--- src/rtl/pim_matmul_engine_pkg.sv ---
// Shared types and sizing constants for the PIM matrix-multiply engine.
package pim_matmul_engine_pkg;

  localparam int WIDTH        = 8;
  localparam int MATRIX_SIZE  = 2;
  localparam int LEN          = MATRIX_SIZE * MATRIX_SIZE;
  localparam int MEM_ELEMENTS = 64;

  // Width of a counter that must hold values 0..n-1; never narrower than 1 bit.
  function automatic int cnt_width(input int n);
    return (n > 1) ? $clog2(n) : 1;
  endfunction

  localparam int CNT_W = cnt_width(MATRIX_SIZE);

  typedef enum logic [1:0] {
    IDLE    = 2'd0,
    COMPUTE = 2'd1,
    DONE    = 2'd2
  } pim_state_t;

endpackage

--- src/rtl/pim_matmul_engine_mac_unit.sv ---
// Single multiply-accumulate stage: acc_next = acc + a*b, modulo 2^DATA_W.
module pim_mac_unit #(
  parameter int DATA_W = 8
) (
  input  logic              clk,
  input  logic              rst,
  input  logic              clr_i,
  input  logic              en_i,
  input  logic [DATA_W-1:0] a_i,
  input  logic [DATA_W-1:0] b_i,
  output logic [DATA_W-1:0] acc_next_o,
  output logic [DATA_W-1:0] acc_o
);

  logic [DATA_W-1:0] acc_q;

  // Truncated multiply-add; the DATA_W-wide context drops the upper product bits.
  always_comb begin
    acc_next_o = acc_q + a_i * b_i;
  end

  // Accumulator register; clear has priority so the final MAC of a dot product
  // leaves the accumulator empty for the next element.
  always_ff @(posedge clk) begin
    if (rst) begin
      acc_q <= '0;
    end else if (clr_i) begin
      acc_q <= '0;
    end else if (en_i) begin
      acc_q <= acc_next_o;
    end else begin
      acc_q <= acc_q;
    end
  end

  assign acc_o = acc_q;

endmodule

--- src/rtl/pim_matmul_engine.sv ---
// PIM responder: latches two N x N row-major operands on start, computes
// C = A x B with one MAC per cycle, then pulses result_ready for one cycle.
module pim_matmul_engine
  import pim_matmul_engine_pkg::*;
#(
  parameter int DATA_W = WIDTH,
  parameter int N      = MATRIX_SIZE
) (
  input  logic              clk,
  input  logic              rst,
  input  logic              start,
  input  logic [DATA_W-1:0] matrix_A [N*N],
  input  logic [DATA_W-1:0] matrix_B [N*N],
  output logic [DATA_W-1:0] result   [N*N],
  output logic              result_ready,
  output logic              busy
);

  localparam int NN    = N * N;
  localparam int CW    = cnt_width(N);
  localparam int IDX_W = cnt_width(NN);

  pim_state_t        state_q, state_d;
  logic [CW-1:0]     row_q, row_d, col_q, col_d, k_q, k_d;
  logic [DATA_W-1:0] op_a_q   [NN];
  logic [DATA_W-1:0] op_b_q   [NN];
  logic [DATA_W-1:0] result_q [NN];
  logic              busy_q, ready_q;

  logic              accept_s, last_k_s, last_col_s, last_row_s;
  logic              mac_en_s, mac_clr_s, write_s;
  logic [IDX_W-1:0]  idx_a_s, idx_b_s, idx_c_s;
  logic [DATA_W-1:0] mac_a_s, mac_b_s, acc_next_s, acc_s;

  // Operand/result addressing from the row, column and inner-product counters.
  always_comb begin
    last_k_s   = (k_q   == CW'(N - 1));
    last_col_s = (col_q == CW'(N - 1));
    last_row_s = (row_q == CW'(N - 1));
    idx_a_s    = IDX_W'(int'(row_q) * N + int'(k_q));
    idx_b_s    = IDX_W'(int'(k_q) * N + int'(col_q));
    idx_c_s    = IDX_W'(int'(row_q) * N + int'(col_q));
    mac_a_s    = op_a_q[idx_a_s];
    mac_b_s    = op_b_q[idx_b_s];
  end

  // Next-state logic; start is only looked at in IDLE, so it is ignored while busy.
  always_comb begin
    state_d  = state_q;
    accept_s = 1'b0;
    case (state_q)
      IDLE: begin
        if (start) begin
          state_d  = COMPUTE;
          accept_s = 1'b1;
        end else begin
          state_d  = IDLE;
        end
      end
      COMPUTE: begin
        if (last_k_s && last_col_s && last_row_s) begin
          state_d = DONE;
        end else begin
          state_d = COMPUTE;
        end
      end
      DONE:    state_d = IDLE;
      default: state_d = IDLE;
    endcase
  end

  // MAC control: accumulate every COMPUTE cycle, write and clear on the last k.
  always_comb begin
    mac_en_s  = (state_q == COMPUTE);
    write_s   = mac_en_s && last_k_s;
    mac_clr_s = accept_s || write_s;
  end

  // Counter sequencing: k innermost, then column, then row.
  always_comb begin
    row_d = row_q;
    col_d = col_q;
    k_d   = k_q;
    if (accept_s) begin
      row_d = '0;
      col_d = '0;
      k_d   = '0;
    end else if (mac_en_s) begin
      if (last_k_s) begin
        k_d = '0;
        if (last_col_s) begin
          col_d = '0;
          if (last_row_s) begin
            row_d = '0;
          end else begin
            row_d = row_q + CW'(1);
          end
        end else begin
          col_d = col_q + CW'(1);
        end
      end else begin
        k_d = k_q + CW'(1);
      end
    end else begin
      k_d = k_q;
    end
  end

  // State register.
  always_ff @(posedge clk) begin
    if (rst) begin
      state_q <= IDLE;
    end else begin
      state_q <= state_d;
    end
  end

  // Loop counters.
  always_ff @(posedge clk) begin
    if (rst) begin
      row_q <= '0;
      col_q <= '0;
      k_q   <= '0;
    end else begin
      row_q <= row_d;
      col_q <= col_d;
      k_q   <= k_d;
    end
  end

  // Operand snapshot taken only on the accepting edge; later input changes are ignored.
  always_ff @(posedge clk) begin
    if (rst) begin
      for (int i = 0; i < NN; i++) begin
        op_a_q[i] <= '0;
        op_b_q[i] <= '0;
      end
    end else if (accept_s) begin
      for (int i = 0; i < NN; i++) begin
        op_a_q[i] <= matrix_A[i];
        op_b_q[i] <= matrix_B[i];
      end
    end else begin
      for (int i = 0; i < NN; i++) begin
        op_a_q[i] <= op_a_q[i];
        op_b_q[i] <= op_b_q[i];
      end
    end
  end

  // Result array: each element is written once at its final k and then held.
  always_ff @(posedge clk) begin
    if (rst) begin
      for (int i = 0; i < NN; i++) begin
        result_q[i] <= '0;
      end
    end else if (write_s) begin
      result_q[idx_c_s] <= acc_next_s;
    end else begin
      result_q[idx_c_s] <= result_q[idx_c_s];
    end
  end

  // Status flags registered from the state register, so no input reaches them combinationally.
  always_ff @(posedge clk) begin
    if (rst) begin
      busy_q  <= 1'b0;
      ready_q <= 1'b0;
    end else begin
      busy_q  <= (state_q != IDLE);
      ready_q <= (state_q == DONE);
    end
  end

  pim_mac_unit #(
    .DATA_W(DATA_W)
  ) u_mac (
    .clk       (clk),
    .rst       (rst),
    .clr_i     (mac_clr_s),
    .en_i      (mac_en_s),
    .a_i       (mac_a_s),
    .b_i       (mac_b_s),
    .acc_next_o(acc_next_s),
    .acc_o     (acc_s)
  );

  assign result       = result_q;
  assign result_ready = ready_q;
  assign busy         = busy_q;

endmodule

--- config.mk ---
export PLATFORM = sky130hd
export DESIGN_NAME = pim_matmul_engine
export DESIGN_NICKNAME = d
export VERILOG_FILES = /design/src/rtl/pim_matmul_engine_pkg.sv /design/src/rtl/pim_matmul_engine_mac_unit.sv /design/src/rtl/pim_matmul_engine.sv
export SDC_FILE = /design/constraint.sdc
export NUM_CORES = 1
export LEC_CHECK = 0
export CORE_MARGIN = 2
export CORE_UTILIZATION = 53
export DETAILED_ROUTE_END_ITERATION = 10
export PLACE_DENSITY_LB_ADDON = 0.25
export SLEW_MARGIN = 20
export SYNTH_ARGS = -nofsm -noshare
export SYNTH_HDL_FRONTEND = slang
export SYNTH_SLANG_ARGS = --single-unit
--- constraint.sdc ---
create_clock -name clk -period 5.9 [get_ports clk]
set_clock_uncertainty 0.05 [all_clocks]
set_input_delay 1.18 -clock clk [delete_from_list [all_inputs] [get_ports clk]]
set_output_delay 1.18 -clock clk [all_outputs]
set_load 0.05 [all_outputs]
# Yosys cells after proc, flatten, opt, wreduce, memory -nomap -nowiden
# Memory sizes are Yosys's and may differ from the RTL's.
# Index checks and enable logic that the tools add are counted.
# op_classes
n_addsub	7
muxes	40
reduce_logical	12
magnitude_cmp	2
mul	1
n_bitwise	17
eq_ne	3
# ops
operator	count
2-to-1 mux 8 bit	19
bitwise mux 32 bit	2
2-to-1 mux 32 bit	1
binary-select mux 8 bit (select 2 bit)	1
demux 8 bit (select 2 bit)	1
bitwise OR 1 bit	16
2-to-1 mux 1 bit	14
adder 8 bit	1
multiplier 8 x 8 -> 8 bit	1
adder 2 x 1 -> 2 bit	3
logical AND 1 bit	4
one-hot mux 2 bit (2 select lines)	1
AND reduction 2 bit	2
OR reduction 2 bit	2
adder 1 bit, second input constant	3
>= comparator 3 bit, second input constant	1
< comparator 3 x 1 -> 1 bit, second input constant	1
NOT 2 -> 3 bit	1
AND reduction 3 bit	1
equality test 2 x 1 -> 1 bit, second input constant	1
equality test 2 bit, second input constant	1
logical NOT 2 bit	1
2-to-1 mux 2 bit	1
nonzero test 2 bit	1
other kinds (2)	2
# totals
inputBits	67
wordCells	95
reg_bits	47
mem_count	2
ramBits	64
out_inout_bits	34
# mem_list
memory	depth	word_bits	read_ports	rd_ports_with_merged_regs	write_ports	line_no	text
op_a_q	4	8	1	0	4	pim_matmul_engine.sv:25	logic [DATA_W-1:0] op_a_q [NN];
op_b_q	4	8	1	0	4	pim_matmul_engine.sv:26	logic [DATA_W-1:0] op_b_q [NN];

# Longest topological paths before layout
# depth
word_depth	8
depth_mapped	19

# By module
# A second synthesis with hierarchy kept.
# unflattened
hier_cells	457
hier_area_um2	5664.2
# modules_own_cells
mod	cells_each	seq_area_each_um2	area_each_um2	n_inst
pim_matmul_engine	301	2702.6	4314.1	1
pim_mac_unit	156	160.2	1350.0	1

# Least setup slack after synthesis
# No wires, ideal clock.
# synth_timing
path_type	flip-flop to flip-flop
from	reg k_q
to	reg result_q, in the netlist result[15]
slack_ns	1.085
path_buffers	1
synth_period_minus_slack_ns	4.815
required_ns	5.720
arrival_time_ns	4.635
stages_incl_launch_ff	18
setup_time_ns	0.130
path_cell_list	dfxtp_1 > buf_6 > mux4_1 > and2_1 > fa_1 > ha_1 > ha_1 > fa_1 > ha_1 > inv_1 > fa_1 > inv_1 > a21o_1 > a21oi_1 > xnor3_1 > xnor3_2 > nor3_2 > nor3_2
# synth_via
elab_chain_len	6
word_cells_on_any_way	9
cone_classes	add/sub (3); mul (1); mux (2); reduce/logical (1); memory (2)
# synth_rtl
element	line_no	text
start, declared	pim_matmul_engine.sv:24	logic [CW-1:0] row_q, row_d, col_q, col_d, k_q, k_d;
start signal, assigned	pim_matmul_engine.sv:127	k_q <= k_d;
adder 2 x 1 -> 2 bit (on tied branches)	pim_matmul_engine.sv:40, pim_matmul_engine.sv:41	
memory read (4 x 8 bit) (on tied branches)	n/a	
multiplier 8 x 8 -> 8 bit	pim_matmul_engine_mac_unit.sv:19	acc_next_o = acc_q + a_i * b_i;
adder 8 bit	pim_matmul_engine_mac_unit.sv:19	
bitwise mux 32 bit	pim_matmul_engine.sv:158	result_q[idx_c_s] <= acc_next_s;
2-to-1 mux 32 bit (*)	pim_matmul_engine.sv:157	end else if (write_s) begin
end signal, assigned by index	pim_matmul_engine.sv:158	
end signal, assigned by index	pim_matmul_engine.sv:160	result_q[idx_c_s] <= result_q[idx_c_s];
end, declared	pim_matmul_engine.sv:27	logic [DATA_W-1:0] result_q [NN];
# Every way passes the cells marked *; elsewhere a longest branch is shown, timed or not.
# A chain may end at the register's enable or synchronous reset.

# Worst setup path after layout
# layout_timing
from	reg k_q
to	reg result_q, in the netlist result[7]
# Same word-level chain as after synthesis.

==> impl_metrics.toml <==
[outcome]
outcome = "finished, final reports clean"

[timing]
finalWorstSetupSlack_ns = 0.536
setup_viol = 0
slew_headroom = 0.315
post-route-min-period_ns = 5.36
finalHoldViolCount = 0
rsz0062_at_grt = "no"
drv_slew = 0
fin_crit_sh = 0.909
fmax_mhz = 186
fin_tns_setup_ns = 0
tightest_slew_ns = 1.03

[global_routing]
gr-total-overflow = 0
grt_max_degree = 65
grt_usage = 0.209
antenna_found_initial = 0
grt_pass1_wl_mm = 18.8
grt_pass1_vias = 3930

[placed_design]
dp_hpwl_mm = 8.60
post-place-ws_ns = 0.552
place_congestion = 0.908
port_buffers = 100

[drt]
drtAntennaViolNets = 0
drt-total-wl_mm = 11.5
drt-initial-drc-count = 199
drtPass1Iterations = 5
wl_per_cell_um = 15.8
drc = 0
vias = 3870
via_per_inst = 5.29

[finish]
num_antenna_cells = 0
final_common_cell = "clkdlybuf4s50_1"
area_growth_pct = 22.9
final_nets = 688
drive_above_1_share = 0.0745
final_cell_mix = "100 x clkdlybuf4s50_1, 76 x and2_1, 64 x edfxtp_1, 47 x dfxtp_1, 44 x nand2_1"

[yosys]
ys_seq_elements = 111
yosysTopAreaCellShare = 0.334
synth_cell_types = 38
yosysTopAreaCell = "edfxtp_1"
synth_ff_type = "edfxtp_1"
yosys-top-cells-area = "edfxtp_1 33%, dfxtp_1 16%, and2_1 8.3%"
synthArstFlopShare = 0
synth-edff-count = 64
synth_warnings = 0
synth_fp_nets = 597
syn-instance-count = 495
synth_area_per_cell_um2 = 11.6
synth_area_um2 = 5760
synth_seq_area_share = 0.497

[pwr]
power_leakage_nw = 2.73
peakVddDrop_mv = 0.129
power_density_nw_per_um2 = 242

[clock_tree]
cts_hold_buf = 0
cts-htree-levels = 3
cts_buffer_depth = 2
cts-root-buf = "clkbuf_8"
cts_sinks = 111
cts_resized = 0
post-cts-setup-buffer-count = 0
cts_made_buffers = 9
cts_tree = "built"
worstSkewPairLatency_ns = 0.38
clkTransAtPathRegs_ns = 0.10

[worst_setup_path]
crit_required_ns = 6.10
crit_path_start_kind = "flop"
worst-setup-path-type = "flop to flop"
arrival_ns = 5.56
setup.worst_path.end_class = "flop"
crit_fanout = 12

[worst_hold_path]
hold_class = "flop to flop"

[floorplanning]
fp.dieArea_um2 = 11700
start_util = 0.538
core_area_um2 = 10700
ioPinCount = 101
fp.dieH_um = 108
die_x_um = 108
num_rows = 38

[job]
maxCapViolCount = 0
layer usage:
metal  up-vias  wire length, um  track usage
li1       1876                -            -
met1      1872             5080        0.280
met2       109             5760        0.350
met3        13              546       0.0374
met4         0              133       0.0659
met5         -                0            0
worst max-delay path, cell delays in order, from the launching register on:
cell and delay [ns]:
dfxtp_1 0.65, buf_4 0.31, mux4_1 0.59, nand2_1 0.10
fa_1 0.41, inv_1 0.08, fa_1 0.41, inv_1 0.08
fa_1 0.43, fa_1 0.55, inv_1 0.05, ha_1 0.31
a21oi_1 0.17, xnor3_1 0.34, xnor3_2 0.46, o21ai_1 0.16
a21oi_1 0.09
report_power, final:
group	internal (mW)	leakage (nW)	switching, mW	total [mW]
Sequential	0.863	1.07	0.0172	0.881
Clock	0.235	0.102	0.249	0.484
Combinational	0.160	1.56	0.185	0.345
cells by family (layout without fill, tap and decap cells):
logic type / count (synthesis) / count (layout) / share of synthesized area
xor gates and xnor gates: 19 / 19 / 0.0339
muxes: 28 / 28 / 0.101
DFF: 111 / 111 / 0.497
buffers and inverters: 62 / 158 / 0.0446
and+or+nand+nor: 183 / 183 / 0.161
AOI/OAI and AO/OA: 57 / 57 / 0.0620
adders and majority gates: 35 / 35 / 0.0996
cell type report:
type | instances | area [um^2]
clock inverter | 7 | 85.1
fill | 796 | 3620
multi-input combinational | 322 | 2640
tap | 140 | 175
sequential | 111 | 2860
inverter | 35 | 131
timing repair buffer | 107 | 1050
clock buffer | 9 | 124
flip-flops by register name, indices dropped and copies added, names as in the netlist:
name / count
result: 32
busy: 1
op_b_q: 32
op_a_q: 32
result_ready: 1
k_q: 1
u_mac.acc_o: 8
state_q: 2
col_q: 1
last_row_s: 1
path summary, 6_finish.rpt:
path,to,startpoint,cells past startpoint,slack [ns]
worst max-delay path,result[7]$_SDFFE_PP0P_,k_q$_SDFFE_PP0P_,16,0.54
worst min-delay path,u_mac.acc_o[1]$_SDFFE_PP0P_,u_mac.acc_o[1]$_SDFFE_PP0P_,2,0.42
worst max register to register,result[7]$_SDFFE_PP0P_,k_q$_SDFFE_PP0P_,16,0.54
worst min register to register,u_mac.acc_o[1]$_SDFFE_PP0P_,u_mac.acc_o[1]$_SDFFE_PP0P_,2,0.42
synth_stat cells, types with 5 or more instances:
master / count
mux4_2: 15
mux2i_1: 5
dfxtp_1: 47
nand2b_1: 6
clkbuf_1: 16
ha_1: 17
fa_1: 18
and2_1: 76
mux4_1: 7
nor2_1: 44
o21ai_0: 7
a21oi_1: 20
xnor2_1: 13
inv_1: 35
nand2_1: 44
a211oi_1: 22
edfxtp_1: 64
metrics by stage:
step	hold WS, ns	total power [mW]	util	instances	area [um^2]
4_1_cts	0.420	1.72	0.661	731	7070
3_3_place_gp	0.396	1.23	0.642	715	6860
6_report	0.421	1.71	0.661	731	7080
2_1_floorplan	0.386	1.13	-	495	5760
5_1_grt	0.449	1.78	0.661	731	7080
3_5_place_dp	0.404	1.24	0.642	715	6860
Power figures use the tool's default switching activity.
